### config.mk
export PLATFORM = sky130hd
export DESIGN_NAME = pfb_mac_ctrl
export DESIGN_NICKNAME = d
export VERILOG_FILES = /design/src/rtl/pfb_ctrl_pkg.sv /design/src/rtl/pfb_valid_pipe.sv /design/src/rtl/pfb_mac_ctrl.sv
export SDC_FILE = /design/constraint.sdc
export NUM_CORES = 1
export LEC_CHECK = 0
export BUFFER_PORTS_ARGS = -buffer_cell sky130_fd_sc_hd__buf_4
export CAP_MARGIN = 20
export CORE_ASPECT_RATIO = 0.7
export CORE_MARGIN = 2
export CORE_UTILIZATION = 45
export DETAILED_ROUTE_END_ITERATION = 16
export PLACE_DENSITY_LB_ADDON = 0.3
export SLEW_MARGIN = 10
export SYNTH_ARGS = -nofsm -noshare
export SYNTH_HDL_FRONTEND = slang
export SYNTH_HIERARCHICAL = 1
export SYNTH_SLANG_ARGS = --single-unit
### constraint.sdc
create_clock -name clk -period 4.75 [get_ports clk]
set_input_delay 0.7125 -clock clk [delete_from_list [all_inputs] [get_ports clk]]
set_output_delay 0.7125 -clock clk [all_outputs]
set_load 0.005 [all_outputs]
### src/rtl/pfb_ctrl_pkg.sv
// pfb_ctrl_pkg: shared state encoding and width helpers for the PFB MAC controller
package pfb_ctrl_pkg;

   typedef enum logic [1:0] {
      ST_RUN   = 2'd0,
      ST_DRAIN = 2'd1,
      ST_LOAD  = 2'd2
   } state_e;

   localparam int CFG_W = 16;

   // channel index width; a single-channel build still needs one address bit
   function automatic int chan_w(input int n);
      return (n > 1) ? $clog2(n) : 1;
   endfunction

   // coefficient RAM address width covering every tap of every channel
   function automatic int coef_aw(input int n, input int t);
      return $clog2(n * t);
   endfunction

endpackage

### src/rtl/pfb_valid_pipe.sv
// pfb_valid_pipe: ce-gated {valid,last} delay line that tracks beats through the MAC chain
module pfb_valid_pipe #(
   parameter int DEPTH = 28
) (
   input  logic       clk,
   input  logic       reset_n,
   input  logic       ce,
   input  logic [1:0] din,
   output logic [1:0] dout,
   output logic       busy
);

   logic [DEPTH-1:0] v_q;
   logic [DEPTH-1:0] l_q;

   // shift one stage per enabled cycle; a held ce freezes every stage so no beat is lost or repeated
   always_ff @(posedge clk or negedge reset_n) begin
      if (!reset_n) begin
         v_q <= '0;
         l_q <= '0;
      end else if (ce) begin
         v_q <= {v_q[DEPTH-2:0], din[1]};
         l_q <= {l_q[DEPTH-2:0], din[0]};
      end
   end

   // tail stage is the chain output; busy covers every stage including the tail
   always_comb begin
      dout = {v_q[DEPTH-1], l_q[DEPTH-1]};
      busy = |v_q;
   end

endmodule

### src/rtl/pfb_mac_ctrl.sv
// pfb_mac_ctrl: sample sequencing, MAC clock-enable, output handshake and coefficient reload for a PFB
module pfb_mac_ctrl
   import pfb_ctrl_pkg::*;
#(
   parameter int NUM_CHANS = 64,
   parameter int NUM_TAPS  = 24,
   parameter int MAC_LAT   = 28,
   parameter int CHAN_W    = chan_w(NUM_CHANS),
   parameter int COEF_AW   = coef_aw(NUM_CHANS, NUM_TAPS)
) (
   input  logic               clk,
   input  logic               reset_n,
   input  logic               s_valid,
   output logic               s_ready,
   output logic [CHAN_W-1:0]  chan_addr,
   output logic               samp_we,
   output logic               ce,
   output logic               m_valid,
   input  logic               m_ready,
   output logic               m_last,
   input  logic               load_req,
   input  logic               cfg_valid,
   output logic               cfg_ready,
   input  logic [CFG_W-1:0]   cfg_data,
   output logic               coef_we,
   output logic [COEF_AW-1:0] coef_addr,
   output logic [CFG_W-1:0]   coef_wdata,
   output logic               load_busy
);

   localparam int NWORDS = NUM_CHANS * NUM_TAPS;

   state_e             state_q, state_d;
   logic               load_pend_q;
   logic [CHAN_W-1:0]  chan_q;
   logic [COEF_AW-1:0] idx_q;
   logic               coef_we_q;
   logic [COEF_AW-1:0] coef_addr_q;
   logic [CFG_W-1:0]   coef_wdata_q;
   logic               accept, cfg_fire, last_word, last_chan, pipe_busy;
   logic               enter_load, leave_load;
   logic [1:0]         pipe_out;

   // handshake qualifiers shared by the FSM and the datapath
   always_comb begin
      accept     = s_valid & s_ready;
      cfg_fire   = cfg_valid & cfg_ready;
      last_word  = idx_q == COEF_AW'(NWORDS - 1);
      last_chan  = chan_q == CHAN_W'(NUM_CHANS - 1);
      enter_load = (state_d == ST_LOAD) & (state_q != ST_LOAD);
      leave_load = (state_q == ST_LOAD) & (state_d == ST_RUN);
   end

   pfb_valid_pipe #(
      .DEPTH (MAC_LAT)
   ) u_pipe (
      .clk     (clk),
      .reset_n (reset_n),
      .ce      (ce),
      .din     ({accept, last_chan}),
      .dout    (pipe_out),
      .busy    (pipe_busy)
   );

   // chain output and the global enable that stalls everything behind an unaccepted beat
   always_comb begin
      m_valid = pipe_out[1];
      m_last  = pipe_out[0];
      ce      = ~m_valid | m_ready;
   end

   // state register
   always_ff @(posedge clk or negedge reset_n) begin
      if (!reset_n) state_q <= ST_RUN;
      else          state_q <= state_d;
   end

   // next state: drain in-flight beats before rewriting coefficients under them
   always_comb begin
      state_d = state_q;
      case (state_q)
         ST_RUN:   if (load_pend_q) state_d = ST_DRAIN;
         ST_DRAIN: if (!pipe_busy && !m_valid) state_d = ST_LOAD;
         ST_LOAD:  if (cfg_fire && last_word) state_d = ST_RUN;
         default:  state_d = ST_RUN;
      endcase
   end

   // FSM outputs; new samples stop as soon as a reload is pending
   always_comb begin
      s_ready   = ce & (state_q == ST_RUN) & ~load_pend_q;
      cfg_ready = state_q == ST_LOAD;
      load_busy = state_q != ST_RUN;
      samp_we   = accept;
   end

   // sticky reload request, honoured only while running
   always_ff @(posedge clk or negedge reset_n) begin
      if (!reset_n)        load_pend_q <= 1'b0;
      else if (enter_load) load_pend_q <= 1'b0;
      else if (load_req && state_q == ST_RUN) load_pend_q <= 1'b1;
   end

   // channel counter steps per accepted sample and restarts after a reload
   always_ff @(posedge clk or negedge reset_n) begin
      if (!reset_n)        chan_q <= '0;
      else if (leave_load) chan_q <= '0;
      else if (accept)     chan_q <= chan_q + CHAN_W'(1);
   end

   // linear word index equals chan*NUM_TAPS+tap for a channel-major, tap-minor stream
   always_ff @(posedge clk or negedge reset_n) begin
      if (!reset_n)                idx_q <= '0;
      else if (state_q != ST_LOAD) idx_q <= '0;
      else if (cfg_fire)           idx_q <= last_word ? '0 : idx_q + COEF_AW'(1);
   end

   // registered coefficient RAM write port, one cycle behind the accepted word
   always_ff @(posedge clk or negedge reset_n) begin
      if (!reset_n) begin
         coef_we_q    <= 1'b0;
         coef_addr_q  <= '0;
         coef_wdata_q <= '0;
      end else begin
         coef_we_q <= cfg_fire;
         if (cfg_fire) begin
            coef_addr_q  <= idx_q;
            coef_wdata_q <= cfg_data;
         end
      end
   end

   // port drive from internal registers
   always_comb begin
      chan_addr  = chan_q;
      coef_we    = coef_we_q;
      coef_addr  = coef_addr_q;
      coef_wdata = coef_wdata_q;
   end

endmodule

# Yosys cells after proc, flatten, opt, wreduce, memory -nomap -nowiden
# Cells that the tools add are included.
[totals]
in_bits = 22
regBits = 104
output_inout_bits = 41
elab_cells = 49
[classes]
add_sub_neg = 2
n_mux = 11
reduce_logical = 12
bitwise = 9
n_eq_ne = 6
[ops]
columns = ["operator", "count"]
rows = [
  ["$mux 11", 3],
  ["$reduce_or 28->1", 1],
  ["$mux 6", 2],
  ["$add 11x1->11 const B", 1],
  ["$eq 11x11->1 const B", 1],
  ["$reduce_bool 2->1", 4],
  ["$add 6x1->6 const B", 1],
  ["$and 1x1->1", 6],
  ["$eq 6x6->1 const B", 1],
  ["$mux 2", 3],
  ["$pmux 2 s3", 1],
  ["$eq 2x2->1 const B", 2],
  ["$logic_not 2->1", 2],
  ["$logic_and 1x1->1", 3],
  ["$eq 2x1->1 const B", 1],
  ["$logic_not 1->1", 2],
  ["$mux 1", 2],
  ["$ne 2x2->1 const B", 1],
  ["$not 1->1", 2],
  ["$or 1x1->1", 1],
]

# Logic depth before layout (Yosys ltp)
# Gate-level depths: netlist of the first run.
[logic_depth]
depth_word = 8
depth_mapped = 6
mapped_depth_nobuf = 6

# Hierarchy
# Netlist of the first run, hierarchy kept.
[by_module_without_submodules]
columns = ["mod", "area_per_inst_um2", "cells_each", "n_inst"]
rows = [
  ["pfb_valid_pipe", 2317.2, 129, 1],
  ["pfb_mac_ctrl", 2114.5, 231, 1],
]

# Least setup slack after synthesis of the first run
# No wires, ideal clock.
[synth_path]
path_kind = "input to output"
from = "in m_ready"
to = "out s_ready"
t_required_ns = 4.038
path_stages = 3
arrival_time_ns = 1.329
setup_slack_ns = 2.708
n_path_buf = 1
path_cell_list = "nand2b_1 > clkbuf_1 > nor3b_1"
[synth_between]
elab_chain_len = 3
[synth_rtl]
columns = ["item", "line", "rtl"]
rows = [
  ["from (decl)", "pfb_mac_ctrl.sv:19", "input logic m_ready,"],
  ["$or 1x1->1", "pfb_mac_ctrl.sv:69", "ce = ~m_valid | m_ready;"],
  ["net ce", "pfb_mac_ctrl.sv:17", "output logic ce,"],
  ["$and 1x1->1 (2 in series)", "pfb_mac_ctrl.sv:91", "s_ready = ce & (state_q == ST_RUN) & ~load_pend_q;"],
  ["to (decl)", "pfb_mac_ctrl.sv:14", "output logic s_ready,"],
]
# The timed path passes the listed nets, and every way through them passes these cells.

# Worst setup path in the final report of the first run
[layout_path]
from = "reg state_q[0]"
to = "out samp_we"
[layout_between]
elab_chain_len = 4
[layout_rtl]
columns = ["item", "line", "rtl"]
rows = [
  ["from (decl)", "pfb_mac_ctrl.sv:33", "state_e state_q, state_d;"],
  ["from (signal assigned)", "pfb_mac_ctrl.sv:75", "else state_q <= state_d;"],
  ["$logic_not 2->1", "pfb_mac_ctrl.sv:91", ""],
  ["$and 1x1->1 (2 in series)", "pfb_mac_ctrl.sv:91", ""],
  ["$and 1x1->1", "pfb_mac_ctrl.sv:46", "accept = s_valid & s_ready;"],
  ["to (decl)", "pfb_mac_ctrl.sv:16", "output logic samp_we,"],
]
# Every way passes these cells.

==> results of run 1 <==
## through the flow
step	hold slack (ns)	area, µm²	cells
3_3_place_gp	0.461	4960	536
4_1_cts	0.368	5270	552
5_1_grt	0.390	5270	552
6_report	0.353	5270	552
2_1_floorplan	0.417	4430	360
3_5_place_dp	0.464	4960	536
## path summary, 6_finish.rpt
path                                                  end  cells past startpoint
worst min-delay path            u_pipe/l_q[7]$_DFFE_PN0P_                      1
worst min register to register  coef_wdata[4]$_DFFE_PN0P_                      2
worst max-delay path                              samp_we                      4
min in group clk                coef_wdata[4]$_DFFE_PN0P_                      2
worst max register to register       idx_q[3]$_DFFE_PN0P_                      5
max in group asynchronous            idx_q[6]$_DFFE_PN0P_                      2
## sequential cells by signal (all words and copies together), names as in the netlist
name and flops:
state_q 2, chan_addr 6, idx_q 11, coef_addr 11, coef_wdata 16, load_pend_q 1, u_pipe/v_q 28, u_pipe/l_q 28
coef_we 1
## critical path, cell delays in order (launching register included)
cell	delay (ns)
dfrtp_1	0.46
nor4b_2	0.59
nand2_1	0.20
inv_1	0.14
buf_4	0.12
## routing by layer
metal	routed length [µm]	up-vias
met5	0	-
met4	61	0
met3	529	7
met2	3610	66
met1	4190	1386
li1	-	1337
## report_power, final
group / switching, mW / internal, mW / total [mW]
logic: 0.0720 / 0.0731 / 0.145
clock network: 0.315 / 0.435 / 0.750
registers: 0.0420 / 0.929 / 0.971
total: 0.429 / 1.44 / 1.87
## kinds of logic (layout without fill, tap and decap cells)
group | Yosys count | in the layout
AOI/OAI and AO/OA | 19 | 19
xor gates and xnor gates | 9 | 9
DFF | 104 | 104
muxes | 56 | 56
and+or+nand+nor | 146 | 146
adders and majority gates | 2 | 2
buffers and inverters | 24 | 88
## cells in the mapped netlist (all sizes together)
master / count / share of area (%)
o211ai: 1 / 0.17
a21oi: 8 / 0.90
nand2: 89 / 7.5
nor2: 13 / 1.1
a22o: 1 / 0.20
inv: 7 / 0.59
and3b: 1 / 0.20
nand4: 5 / 0.71
and3: 4 / 0.56
buf: 15 / 2.7
nor4: 8 / 1.1
o21a: 1 / 0.17
nand2b: 3 / 0.42
a221o: 1 / 0.23
and4: 3 / 0.59
dfrtp: 104 / 59
a31oi: 1 / 0.14
mux2: 56 / 18
nor3b: 1 / 0.17
nor4b: 1 / 0.34
nor3: 2 / 0.23
nand3: 9 / 1.1
nand3b: 2 / 0.34
or2: 1 / 0.14
a211oi: 1 / 0.17
and2: 2 / 0.28
or4: 1 / 0.17
clkbuf: 2 / 0.17
ha: 2 / 0.56
o21ai: 4 / 0.45
xor2: 8 / 1.6
xnor2: 1 / 0.20
a41oi: 1 / 0.20
or3: 1 / 0.14
## layout make-up
| class | count | area (µm²) | area share, % |
|---|---|---|---|
| clock buffers | 11 | 253 | 4.80 |
| clock inverters | 5 | 55.1 | 1.05 |
| inverters | 7 | 26.3 | 0.499 |
| multi-input cells | 232 | 1680 | 31.9 |
| flip-flops and latches | 104 | 2600 | 49.4 |
| well taps | 128 | 160 | 3.04 |
| repair buffers | 65 | 488 | 9.27 |
==> results.cfg, run 1 <==
[grt]
grt_use_met2_pct = 23.6
grt_pass1_wl_um = 13900
use_met1_pct = 24.2
grt_pass1_vias = 2817
overflow = 0
grt.busiest_layer = met1
track_usage_pct = 16.9
grt_max_degree = 63
met3_usage_pct = 6.48
antenna_found_initial = 0

[cells_and_area]
fin_nets = 443
postLayoutCoreUtil_pct = 54.6
drive_gt1_share_pct = 33.5
nFillCells = 793
final_cell_mix = 104 x dfrtp_1, 89 x nand2_1, 65 x buf_4, 40 x mux2_4, 16 x mux2_2
diodes = 0
final_common_cell = dfrtp_1
area_delta_synth_final_pct = 18.8

[floorplanning]
start_util_pct = 45.9
core_area_um2 = 9650
die_x_um = 123
die_area_um2 = 10700
io_pins = 63
die_y_um = 87.0
num_rows = 30

[placement]
place.gp.congestion = 0.841
dp_hpwl_um = 5510
io_buffer_count = 62
place_ws_ns = 2.30

[hold_path]
worst_hold_path_type = in2async

[sta]
min_period_ns = 2.55
finClkSkew_ns = 0.00718
worstMarginPinSlew_ns = 0.775
hold_violations = 0
setup_viol = 0
period_share_pct = 53.8
fmax_mhz = 391
fin_tns_setup_ns = 0
rsz0062_at_grt = no
slew_headroom_pct = 48.3
finalWorstSetupSlack_ns = 2.20
drv_slew = 0

[detailed_routing]
vias_per_cell = 5.07
wl_um = 8390
drc = 0
ant_nets = 0
via_count = 2796
routedWlPerCell_um = 15.2
first_pass_iters = 4
drtIter0Drc = 150

[power]
vdd_drop_max_uv = 221
total_power_mw = 1.87
p_per_area_nw_per_um2 = 354
power_leakage_nw = 2.83

[synthesis]
synthesis.nets = 384
synth-compound-area-share_pct = 2.63
synthXorXnorAreaFrac_pct = 1.78
ys_types = 40
synthesis.area_um2 = 4430
synth_cells = 360
yosys_warnings = 6
synth_mux_area_share_pct = 17.6
ys_seq_area_share_pct = 58.7
synth_top_family_by_area = multiplexers
avgSynthCellArea_um2 = 12.3
synth_seq_cells = 104
synth_adder_area_share_pct = 0.565
synth_simple_gate_area_share_pct = 15.2

[worst_setup_path]
cp_max_fo = 8
r2r_setup_slack_ns = 2.61
crit_arrival_ns = 1.84
startpoint_type = register
critPathKind = reg2out
critPathLaunch = state_q[0]$_DFF_PN0_
crit_required_ns = 4.04
crit-reg2reg-launch = state_q[0]$_DFF_PN0_
critPathCaptureType = output pin

[clocking]
path_clk_slew_ns = 0.06
ctsHoldBuffers = 0
cts_setup_buffers = 0
cts-root-buf = clkbuf_16
clk_latency_ns = 0.34
cts_tree = yes
numClockSinks = 104
clockBufferDepth = 2
ctsResizeCount = 0
htreeDepth = 3
cts_buffers = 9

[flow_run]
drv_cap = 0

[status]
status = complete, no violations
Power figures use the tool's default switching activity.
==> run 2, diff against run 1 <==
==> constraint.sdc (replaced) <==
create_clock -name clk -period 2.4 [get_ports clk]
set_input_delay 0.36 -clock clk [delete_from_list [all_inputs] [get_ports clk]]
set_output_delay 0.36 -clock clk [all_outputs]
set_load 0.005 [all_outputs]
==> results.cfg, run 2 (synthesis results as in run 1) <==
[sta]
fin_tns_setup_ns = 0
min_period_ns = 2.19
drv_slew = 0
period_share_pct = 91.4
setup_viol = 0
slew_headroom_pct = 60.1
hold_violations = 0
rsz0062_at_grt = no
worstMarginPinSlew_ns = 0.599
fmax_mhz = 456
finClkSkew_ns = 0.00537

[grt]
overflow = 0
grt_pass1_vias = 2765
antenna_found_initial = 0
grt_pass1_wl_um = 13500
track_usage_pct = 16.5
grt_max_degree = 48

[detailed_routing]
ant_nets = 0
drc = 0
drtIter0Drc = 120
wl_um = 8040
vias_per_cell = 5.07
first_pass_iters = 4
via_count = 2813
routedWlPerCell_um = 14.5

[cells_and_area]
diodes = 0
fin_cells = 555
final_cell_mix = 104 x dfrtp_1, 89 x nand2_1, 67 x buf_4, 40 x mux2_4, 16 x mux2_2
nFillCells = 841
seqCellArea_um2 = 2600
drive_gt1_share_pct = 34.0
area_delta_synth_final_pct = 18.9
multiInputGateArea_um2 = 1680
fin_nets = 446
final_common_cell = dfrtp_1

[floorplanning]
die_y_um = 87.0
io_pins = 63
die_x_um = 123
start_util_pct = 45.9
core_area_um2 = 9650
die_area_um2 = 10700
num_rows = 30

[placement]
io_buffer_count = 62
dp_hpwl_um = 5450
dp.cells = 539
place.gp.congestion = 0.916

[power]
power_leakage_nw = 2.82
total_power_mw = 3.55
vdd_drop_max_uv = 456
p_per_area_nw_per_um2 = 674

[hold_path]
worst_hold_path_type = in2async

[worst_setup_path]
critPathKind = reg2out
slowest_stage = nor4b_2
crit_required_ns = 2.04
crit_arrival_ns = 1.83
cp_max_fo = 8
path_cells = nor4b_2, nand2_1, inv_1, buf_4
critPathCaptureType = output pin
startpoint_type = register
cpPeakStageDelay_ns = 0.59

[clocking]
numClockSinks = 104
ctsResizeCount = 0
cts-root-buf = clkbuf_16
htreeDepth = 3
clockBufferDepth = 2
ctsHoldBuffers = 0
cts_setup_buffers = 0
clk_latency_ns = 0.35
path_clk_slew_ns = 0.07
cts_buffers = 9
cts_tree = yes

[flow_run]
drv_cap = 0

[status]
status = complete, no violations
-- run 2: routing by layer --
layer,global-route usage [%],part of all wire (%),vias to the layer above
li1,-,-,1345
met1,24.3,51,1376
met2,21.8,42,79
met3,6.15,6.2,13
met4,6.37,1.5,0
met5,0,0,-
-- run 2: final cells by class --
class / count / area share [%]
clock inverter: 7 / 0.926
inverter: 7 / 0.499
multi-input combinational: 232 / 31.9
clock buffer: 9 / 4.28
sequential: 104 / 49.4
tap: 128 / 3.04
timing repair buffer: 68 / 9.93
-- run 2: worst paths after layout --
| path | cells after the start | startpoint | endpoint | slack [ns] |
|---|---|---|---|---|
| worst min register to register | 2 | coef_wdata[4]$_DFFE_PN0P_ | coef_wdata[4]$_DFFE_PN0P_ | 0.48 |
| max in group asynchronous | 2 | reset_n | coef_wdata[11]$_DFFE_PN0P_ | 1.73 |
| worst min-delay path | 1 | reset_n | u_pipe/v_q[8]$_DFFE_PN0P_ | 0.02 |
| min in group clk | 3 | cfg_data[5] | coef_wdata[5]$_DFFE_PN0P_ | 0.20 |
| worst max-delay path | 4 | state_q[0]$_DFF_PN0_ | samp_we | 0.21 |
| worst max register to register | 5 | u_pipe/v_q[27]$_DFFE_PN0P_ | chan_addr[5]$_DFFE_PN0P_ | 0.62 |
-- run 2: through the flow --
| stage | hold slack, ns | cell area, µm² | utilization [%] | setup WS, ns |
|---|---|---|---|---|
| 4_1_cts | 0.0373 | 5270 | 54.6 | 0.176 |
| 3_3_place_gp | 0.412 | 4990 | 51.8 | 0.630 |
| 6_report | 0.0220 | 5270 | 54.6 | 0.207 |
| 2_1_floorplan | 0.0644 | 4430 | - | 0.773 |
| 5_1_grt | 0.0827 | 5270 | 54.6 | 0.0766 |
| 3_5_place_dp | 0.412 | 4990 | 51.8 | 0.553 |
-- run 2: worst max-delay path, delay by kind of cell (launching register included) --
kind | cells | cell delay, ns
buf+inv | 2 | 0.25
flops | 1 | 0.45
simple gates | 2 | 0.79
-- run 2: power by group --
| group | total (mW) | switching, mW | internal, mW |
|---|---|---|---|
| logic | 0.289 | 0.141 | 0.149 |
| registers | 1.92 | 0.0797 | 1.84 |
| clock network | 1.34 | 0.644 | 0.700 |
| total | 3.55 | 0.864 | 2.69 |
